===== config.mk =====
export PLATFORM = sky130hd
export DESIGN_NAME = slot_reels
export DESIGN_NICKNAME = d
export VERILOG_FILES = /design/src/rtl/slot_reels.sv
export SDC_FILE = /design/constraint.sdc
export NUM_CORES = 1
export LEC_CHECK = 0
export CAP_MARGIN = 20
export CELL_PAD_IN_SITES_DETAIL_PLACEMENT = 1
export CELL_PAD_IN_SITES_GLOBAL_PLACEMENT = 1
export CORE_UTILIZATION = 47
export CTS_CLUSTER_SIZE = 8
export DETAILED_ROUTE_END_ITERATION = 10
export PLACE_DENSITY = 0.91
export SYNTH_ARGS = -nofsm -noshare
export SYNTH_HDL_FRONTEND = slang
export SYNTH_SLANG_ARGS = --single-unit

===== constraint.sdc =====
create_clock -name clk -period 4 [get_ports clk]
set_input_delay 0.8 -clock clk [delete_from_list [all_inputs] [get_ports clk]]
set_output_delay 0.8 -clock clk [all_outputs]
set_load 0.02 [all_outputs]

===== src/rtl/slot_reels.sv =====
// Three-reel slot machine spinner feeding the HEX decoders and the slots win/lose FSM.
// Reels advance on a divided tick with LFSR-jittered steps. key_1, key_2 and key_3 stop
// reels 1, 2 and 3 in order, and a further key_3 press restarts the spin.
// Optional feature macro: SLOT_REELS_FORCE_SEVEN_EN adds force_seven, which makes every
// lock load 7.
module slot_reels #(
   parameter int unsigned TICK_DIV  = 2500000,
   parameter int unsigned REEL_MAX  = 9,
   parameter logic [15:0] LFSR_SEED = 16'hACE1
) (
   input  logic       clk,
   input  logic       resetn,
`ifdef SLOT_REELS_FORCE_SEVEN_EN
   input  logic       force_seven,
`endif
   input  logic       key_1,
   input  logic       key_2,
   input  logic       key_3,
   output logic [4:0] randomNum1,
   output logic [4:0] randomNum2,
   output logic [4:0] randomNum3,
   output logic [2:0] locked,
   output logic       done
);

   localparam int unsigned CNT_W = $clog2(TICK_DIV);
   // An all-zero seed would lock the LFSR up, so fall back to the default seed.
   localparam logic [15:0] SEED = (LFSR_SEED == 16'h0000) ? 16'hACE1 : LFSR_SEED;
   localparam logic [5:0] MAX6 = 6'(REEL_MAX);
   localparam logic [5:0] MOD6 = 6'(REEL_MAX + 1);

   typedef enum logic [1:0] {StSpin1, StSpin2, StSpin3, StDone} state_t;

   state_t           state_q;
   logic [2:0]       key_q;
   logic [2:0]       press;
   logic [CNT_W-1:0] cnt_q;
   logic             tick;
   logic [15:0]      lfsr_q;
   logic [15:0]      lfsr_d;
   logic [4:0]       reel1_q, reel2_q, reel3_q;
   logic [4:0]       adv1, adv2, adv3;
   logic [2:0]       locked_q;
   logic             done_q;
   logic             force_lock;

`ifdef SLOT_REELS_FORCE_SEVEN_EN
   assign force_lock = force_seven;
`else
   assign force_lock = 1'b0;
`endif

   // Advance by 1 or 2; the 6-bit sum keeps the wrap exact for REEL_MAX up to 30.
   function automatic logic [4:0] reel_adv(input logic [4:0] v, input logic jitter);
      logic [5:0] nxt;
      nxt = {1'b0, v} + 6'd1 + {5'd0, jitter};
      if (nxt > MAX6) begin
         nxt = nxt - MOD6;
      end
      return nxt[4:0];
   endfunction

   function automatic logic [4:0] lock_val(input logic [4:0] v, input logic frc);
      return frc ? 5'd7 : v;
   endfunction

   // Press detect, tick decode, LFSR next state and candidate reel values.
   always_comb begin
      press  = key_q & ~{key_3, key_2, key_1};
      tick   = (cnt_q == CNT_W'(TICK_DIV - 1));
      lfsr_d = {lfsr_q[0] ^ lfsr_q[2] ^ lfsr_q[3] ^ lfsr_q[5], lfsr_q[15:1]};
      adv1   = reel_adv(reel1_q, lfsr_q[0]);
      adv2   = reel_adv(reel2_q, lfsr_q[5]);
      adv3   = reel_adv(reel3_q, lfsr_q[10]);
   end

   // Stop-sequence FSM with registered reels, lock flags and done.
   always_ff @(posedge clk) begin
      if (!resetn) begin
         state_q  <= StSpin1;
         key_q    <= 3'b111;
         cnt_q    <= '0;
         lfsr_q   <= SEED;
         reel1_q  <= 5'd0;
         reel2_q  <= 5'd0;
         reel3_q  <= 5'd0;
         locked_q <= 3'b000;
         done_q   <= 1'b0;
      end else begin
         key_q  <= {key_3, key_2, key_1};
         cnt_q  <= tick ? '0 : cnt_q + CNT_W'(1);
         lfsr_q <= lfsr_d;
         if (tick && !locked_q[0]) reel1_q <= adv1;
         if (tick && !locked_q[1]) reel2_q <= adv2;
         if (tick && !locked_q[2]) reel3_q <= adv3;
         // Lock assignments come last so a press on a tick cycle wins over the advance.
         unique case (state_q)
            StSpin1: begin
               if (press[0]) begin
                  reel1_q     <= lock_val(reel1_q, force_lock);
                  locked_q[0] <= 1'b1;
                  state_q     <= StSpin2;
               end
            end
            StSpin2: begin
               if (press[1]) begin
                  reel2_q     <= lock_val(reel2_q, force_lock);
                  locked_q[1] <= 1'b1;
                  state_q     <= StSpin3;
               end
            end
            StSpin3: begin
               if (press[2]) begin
                  reel3_q     <= lock_val(reel3_q, force_lock);
                  locked_q[2] <= 1'b1;
                  done_q      <= 1'b1;
                  state_q     <= StDone;
               end
            end
            StDone: begin
               if (press[2]) begin
                  locked_q <= 3'b000;
                  done_q   <= 1'b0;
                  state_q  <= StSpin1;
               end
            end
            default: state_q <= StSpin1;
         endcase
      end
   end

   assign randomNum1 = reel1_q;
   assign randomNum2 = reel2_q;
   assign randomNum3 = reel3_q;
   assign locked     = locked_q;
   assign done       = done_q;

endmodule


==> summary.md, run 1 <==
| Metric | Value |
|---|---|
| Antenna violations before repair | `0` |
| Sw frac | `26.6%` |
| Number of max-cap violations | `0` |
| Clock slew at reported path FFs | `0.07 ns` |
| Synthesized flop and latch total | `61` |
| Failing checks | `DRC` |
| Synthesized cell area | `3190 sq um` |
| Synth Warn # | `0` |
| Core area | `6460 sq um` |
| RSZ-0062 raised after global routing | `no` |
| DR iter-0 viols | `98` |
| Post-CTS setup buffer count | `0` |
| DRC viols | `6` |
| Minimum clock period | `2.67 ns` |
| Fin crit share | `66.8%` |
| Pint | `0.00107 W` |
| Skew final | `0.00713 ns` |
| Diode count | `0` |
| Psw | `about 0.00039 W` |
| Initial core utilization | `49.4%` |
| Fillers | `793` |
| Outcome | `finished with violations` |
| Clock power frac | `40.7%` |
| Crit path DAT | `about 3.0 ns` |
| Sequential-to-total area share from yosys stat | `a little under two fifths` |
| Post-synthesis cell type count | `50` |
| Wirelength per Cell | `approximately 16 um` |
| Layout Nets | `approximately 420` |
| Vias in the first global route | `2869` |
| Syn Nets | `about 400` |
| Fmax | `374 MHz` |
| Final instance area | `3660 sq um` |
| Final setup TNS | `0 ns` |
| Crit path kind | `input port to flip-flop` |
| Site Rows | `29` |
| Clock Path Buffers | `2` |
| Wire length of the first global-routing pass | `approximately 13000 um` |
| Syn_area_per_cell | `approximately 8.4 sq um` |
| Synth top area cells | `dfxtp_1 (38%), ha_1 (5.9%), nor2_1 (5.9%)` |
| CTS resizes | `0` |
| Hold violation count in the final report | `0` |
| Worst Path Required | `4.28 ns` |
| VDD IR max | `232 uV` |
| Leakage | `about 1.5 nW` |
| Drt via density | `5.59` |
| Total wire length | `~7900 um` |
| Largest net degree at the start of global routing | `28` |
| Synth area leader | `dfxtp_1` |
| Cells after Synth | `382` |
| Max H-tree Level | `3` |
| Final max-slew violation count | `0` |
| Area of the die | `slightly above 7000 sq um` |
| Startpoint Class | `input port` |
| Port-buffer cells | `23` |
| Crit. End Element | `flip-flop` |
| Cell area power density | `400 nW/um^2` |
| Gr usage total | `24.1%` |
| Worst Hold Class | `flip-flop to flip-flop` |
| Final Setup Violations | `0` |
| Sequential power share | `45.5%` |
| Routability cong. | `0.794` |
| Worst-Margin Slew | `0.704 ns` |
| Drt pass-1 iters | `7` |
| Crit Path Max Fanout | `6` |
| Vias | `roughly 2700` |
| Number of CTS-inserted buffers | `9` |
| Share of cells above drive strength 1 | `8.09%` |
| TritonCTS clock tree | `built` |
| Area grow syn2layout | `14.6%` |
| Max transition margin | `53.0%` |
| Yosys top cell area share | `about two fifths` |
| Clk sinks | `61` |
| Part of the power in combinational logic | `13.7%` |
| Worst R2R Setup Slack | `approximately 1.6 ns` |
| Skew-Pair Late Insertion Delay | `0.35 ns` |
| Root Buffer | `clkbuf_8` |
| Placed cell area | `around 3400 sq um` |
| Antenna-violating nets left | `0` |
| Die X | `between 80 and 90 um` |
| DP Wirelength | `5460 um` |
| Top-level I/O count | `24` |
| Die Ht | `about 84 um` |
| CTS Hold Buffers Added | `0` |
| Grt ovf | `0` |
## per-layer routing
| layer | global-route usage (%) | vias up | wire, um |
|---|---|---|---|
| li1 | - | 1339 | - |
| met1 | 27.9 | 1321 | 3540 |
| met2 | 42.5 | 35 | 3970 |
| met3 | 6.69 | 15 | 226 |
| met4 | 8.94 | 0 | 137 |
| met5 | 0 | - | 0 |
## cells in the final DEF, fill, tap and decap left out, types with 3 or more instances in the layout
cell / netlist / layout
dfxtp_1: 61 / 61
xor2_1: 17 / 17
and4_1: 3 / 3
nor2b_1: 4 / 4
nand2b_1: 14 / 14
a21o_1: 5 / 5
mux2i_1: 7 / 7
o22ai_1: 3 / 3
clkdlybuf4s50_1: 0 / 23
inv_1: 21 / 21
ha_1: 15 / 15
a31oi_1: 6 / 6
xnor2_1: 9 / 9
clkbuf_8: 0 / 9
o21ai_0: 10 / 10
nor2_1: 50 / 50
and3_1: 4 / 4
nand3_1: 16 / 16
o21a_1: 5 / 5
a211oi_1: 4 / 4
nand4_1: 5 / 5
nor3_1: 15 / 15
a21oi_1: 25 / 25
and2_1: 7 / 7
nand2_1: 30 / 30
clkinv_2: 0 / 3
and2b_2: 3 / 3
## final timing paths
kind / startpoint / end / cells past startpoint
hold / removal: lfsr_q[11] / lfsr_q[10] / 1
setup / recovery: key_3 / randomNum3[3] / 7
hold reg to reg: lfsr_q[11] / lfsr_q[10] / 1
setup reg to reg: cnt_q[0] / randomNum1[3] / 7
## power by group through the flow
stage	sequential (W)	clock, W	combinational [W]
floorplan	0.000681	0	0.000127
global placement	0.000676	0	0.000182
detailed placement	0.000679	0	0.000196
CTS	0.000665	0.000607	0.000200
global route	0.000670	0.000636	0.000219
finish	0.000666	0.000595	0.000201
## cells in the mapped netlist, drive strengths merged
cell and count:
clkbuf 8, a21oi 26, nor4b 2, inv 21
ha 15, nor3b 2, nand2b 14, buf 6
or3b 1, nand3b 2, o31a 1, or2b 2
nor4 1, o211a 1, mux2i 7, and4b 1
dfxtp 61, nand4b 1, and2b 3, o21ai 10
clkinv 1, and3 4, o21a 5, nand2 30
a211oi 5, a31oi 6, nand3 16, nor2b 4
nor3 15, or4 1, or3 3, or2 3
o211ai 1, xnor2 9, xor2 17, o22ai 3
and2 7, and4 3, nor2 51, and4bb 1
a21o 7, nand4 5
## registers in the layout (all words and copies together), names as in the netlist
name,flops
state_q,2
key_q,3
randomNum1,5
randomNum3,5
lfsr_q,16
cnt_q,22
randomNum2,5
locked,3
## critical path, cell delays in order
cell	delay, ns
clkdlybuf4s50_1	0.46
and2b_2	0.26
a21oi_1	0.26
nor3b_1	0.63
nand3_1	0.15
mux2i_1	0.20
mux2i_1	0.19
## metrics by stage
stage               cells  worst slack (ns)  total power (W)  hold slack (ns)  util (%)
finish                485              1.33          0.00146            0.416      56.6
global route          485              1.16          0.00153            0.428      56.6
CTS                   485              1.34          0.00147            0.419      56.6
detailed placement    469              1.01         0.000875            0.400      53.3
global placement      469              1.13         0.000858            0.391      53.3
floorplan             382              1.75         0.000808            0.386         -
## cells by family (layout without fill, tap and decap cells)
kind of cell,Yosys count,in the layout,share of synthesized area (%)
compound gates,65,65,12.6
xor+xnor,26,26,7.14
fa+ha+maj,15,15,5.88
buf+inv,36,62,5.14
flops,61,61,38.3
mux,7,7,2.20
simple gates,172,172,28.8
## layout make-up
class	instances	area [sq um]	share of cell area, %
multi-input combinational	285	1810	49.4
sequential	61	1220	33.4
timing repair buffer	24	238	6.50
clock buffer	9	124	3.39
tap	77	96.3	2.63
clock inverter	7	90.1	2.46
inverter	22	82.6	2.26
(Power assumes the default switching activity.)
==> inputs of run 2 (changes only) <==
--- a/config.mk
+++ b/config.mk
@@ -8,10 +8,10 @@
 export CAP_MARGIN = 20
 export CELL_PAD_IN_SITES_DETAIL_PLACEMENT = 1
 export CELL_PAD_IN_SITES_GLOBAL_PLACEMENT = 1
-export CORE_UTILIZATION = 47
+export CORE_UTILIZATION = 44
 export CTS_CLUSTER_SIZE = 8
 export DETAILED_ROUTE_END_ITERATION = 10
-export PLACE_DENSITY = 0.91
+export PLACE_DENSITY = 0.86
 export SYNTH_ARGS = -nofsm -noshare
 export SYNTH_HDL_FRONTEND = slang
 export SYNTH_SLANG_ARGS = --single-unit
==> constraint.sdc (replaced) <==
create_clock -name clk -period 2.55 [get_ports clk]
set_input_delay 0.51 -clock clk [delete_from_list [all_inputs] [get_ports clk]]
set_output_delay 0.51 -clock clk [all_outputs]
set_load 0.02 [all_outputs]
==> summary.md, run 2 (synthesis gave the netlist of run 1 again) <==
| Metric | Value |
|---|---|
| Most frequent cells in the layout | `dfxtp_1 (61), nor2_1 (50), nand2_1 (30), a21oi_1 (25), clkdlybuf4s50_1 (23)` |
| Clk sinks | `61` |
| Critical path's most frequent cell | `inv_1` |
| Clock slew at reported path FFs | `0.06 ns` |
| Final Util | `53.2%` |
| Leakage | `1.47 nW` |
| M3 GR Usage | `roughly 5.2%` |
| GRT busiest layer | `met2` |
| Leading cell type in the layout, fill and taps excluded | `dfxtp_1` |
| Crit. End Element | `flip-flop` |
| Final max-slew violation count | `0` |
| Total chip power | `0.00216 W` |
| Skew-Pair Late Insertion Delay | `roughly 0.35 ns` |
| Pint | `0.00159 W` |
| Critical-path cell list | `inv_1 -> ha_1 -> inv_1 -> ha_1 -> inv_1 -> and4_1 -> o211ai_1 -> nand3b_1 -> mux2i_1 -> mux2i_1` |
| Antenna violations before repair | `0` |
| Initial core utilization | `46.2%` |
| DRC viols | `0` |
| Number of CTS-inserted buffers | `9` |
| Crit path kind | `flip-flop to flip-flop` |
| Met2 Use GR | `40.0%` |
| DP Wirelength | `5490 um` |
| Psw | `~0.00057 W` |
| Port-buffer cells | `23` |
| Max reg flops | `22` |
| Outcome | `finished, final reports clean` |
| Crit path largest cell delay | `0.37 ns` |
| CTS resizes | `0` |
| Drt via density | `about 5.3` |
| Part of the power in combinational logic | `14.3%` |
| Clock power frac | `37.2%` |
| Vias | `2711` |
| Antenna-violating nets left | `0` |
| Worst Path Required | `2.82 ns` |
| Clock Path Buffers | `2` |
| Routability cong. | `0.874` |
| Largest net degree at the start of global routing | `27` |
| Final Setup Violations | `0` |
| Hold violation count in the final report | `0` |
| Skew final | `0.0101 ns` |
| Core area | `6910 sq um` |
| Fillers | `873` |
| Final hold slack | `between 0.4 and 0.5 ns` |
| Root Buffer | `clkbuf_8` |
| Startpoint Class | `flip-flop` |
| Layout Nets | `roughly 430` |
| Crit Path Max Fanout | `5` |
| Wire length of the first global-routing pass | `13200 um` |
| Sequential power share | `roughly half` |
| Slowest-stage cell, CP | `o211ai_1` |
| Drt pass-1 iters | `4` |
| Site Rows | `30` |
| Area grow syn2layout | `15.1%` |
| Max transition margin | `61.9%` |
| Grt ovf | `0` |
| Final setup TNS | `0 ns` |
| TritonCTS clock tree | `built` |
| Max H-tree Level | `3` |
| RSZ-0062 raised after global routing | `no` |
| Wirelength per Cell | `15.0 um` |
| Final Worst Setup Slack | `0.225 ns` |
| Die X | `87.2 um` |
| Largest regs | `cnt_q (22), lfsr_q (16)` |
| M1 GR Usage | `roughly a quarter` |
| Sw frac | `a little over a quarter` |
| DR iter-0 viols | `85` |
| Total wire length | `about 7600 um` |
| Die Ht | `87.2 um` |
| Cell area power density | `between 500 and 600 nW/um^2` |
| Post-CTS setup buffer count | `0` |
| Number of max-cap violations | `0` |
| Minimum clock period | `roughly 2.3 ns` |
| VDD IR max | `~390 uV` |
| Fin crit share | `91.2%` |
| Largest Register | `cnt_q` |
| Vias in the first global route | `2855` |
| Share of cells above drive strength 1 | `7.79%` |
| Area of the die | `7600 sq um` |
| Worst-Margin Slew | `0.568 ns` |
| CTS Hold Buffers Added | `0` |
| Diode count | `0` |
| Fmax | `430 MHz` |
| Pre-CTS WS | `0.183 ns` |
| Worst Hold Class | `flip-flop to flip-flop` |
| Gr usage total | `22.5%` |
| Top-level I/O count | `24` |
| Crit path DAT | `2.60 ns` |
## run 2: cell count changes in the layout (fill, tap and decap cells not counted)
| cell | before | now |
|---|---|---|
| clkinvlp_4 | 2 | 0 |
| clkbuf_1 | 0 | 4 |
| buf_4 | 1 | 5 |
| bufinv_16 | 2 | 1 |
| clkinv_2 | 3 | 1 |
## run 2: per-stage QoR
step | std cells | cell area, sq um
6_report | 507 | 3670
5_1_grt | 507 | 3670
4_1_cts | 507 | 3670
2_1_floorplan | 382 | 3190
3_5_place_dp | 492 | 3500
3_3_place_gp | 492 | 3500
## run 2: critical path, delay by kind of cell (launching register included)
kind | cells | cell delay (ns)
adder cells (fa/ha/maj) | 2 | 0.51
multiplexers | 2 | 0.43
AO/OA/AOI/OAI | 1 | 0.37
AND/OR/NAND/NOR | 2 | 0.36
flip-flops | 1 | 0.32
buffers and inverters | 3 | 0.26
## run 2: layout make-up
type	instances	area (sq um)	area share, %
Clock inverter	2	35.0	0.954
Inverter	22	82.6	2.25
Multi-Input combinational cell	285	1810	49.2
Clock buffer	13	139	3.78
Timing Repair Buffer	28	268	7.29
Sequential cell	61	1220	33.3
Tap cell	96	120	3.27
## run 2: power by group through the flow
stage | Sequential [W] | Combinational, W | Clock, W
3_3_place_gp | 0.00106 | 0.000293 | 0
3_5_place_dp | 0.00107 | 0.000310 | 0
6_report | 0.00105 | 0.000308 | 0.000802
4_1_cts | 0.00105 | 0.000316 | 0.000821
5_1_grt | 0.00105 | 0.000353 | 0.000863
2_1_floorplan | 0.00107 | 0.000199 | 0
## run 2: per-layer routing
metal | wire (um) | vias up
li1 | - | 1350
met1 | 3430 | 1306
met2 | 3810 | 39
met3 | 236 | 16
met4 | 142 | 0
met5 | 0 | -
## run 2: worst paths after layout
| path | from | endpoint | slack [ns] | cells after the start |
|---|---|---|---|---|
| max | lfsr_q[5] | randomNum2[3] | 0.23 | 10 |
| max reg2reg | lfsr_q[5] | randomNum2[3] | 0.23 | 10 |
| min | lfsr_q[11] | lfsr_q[10] | 0.41 | 1 |
| min reg2reg | lfsr_q[11] | lfsr_q[10] | 0.41 | 1 |
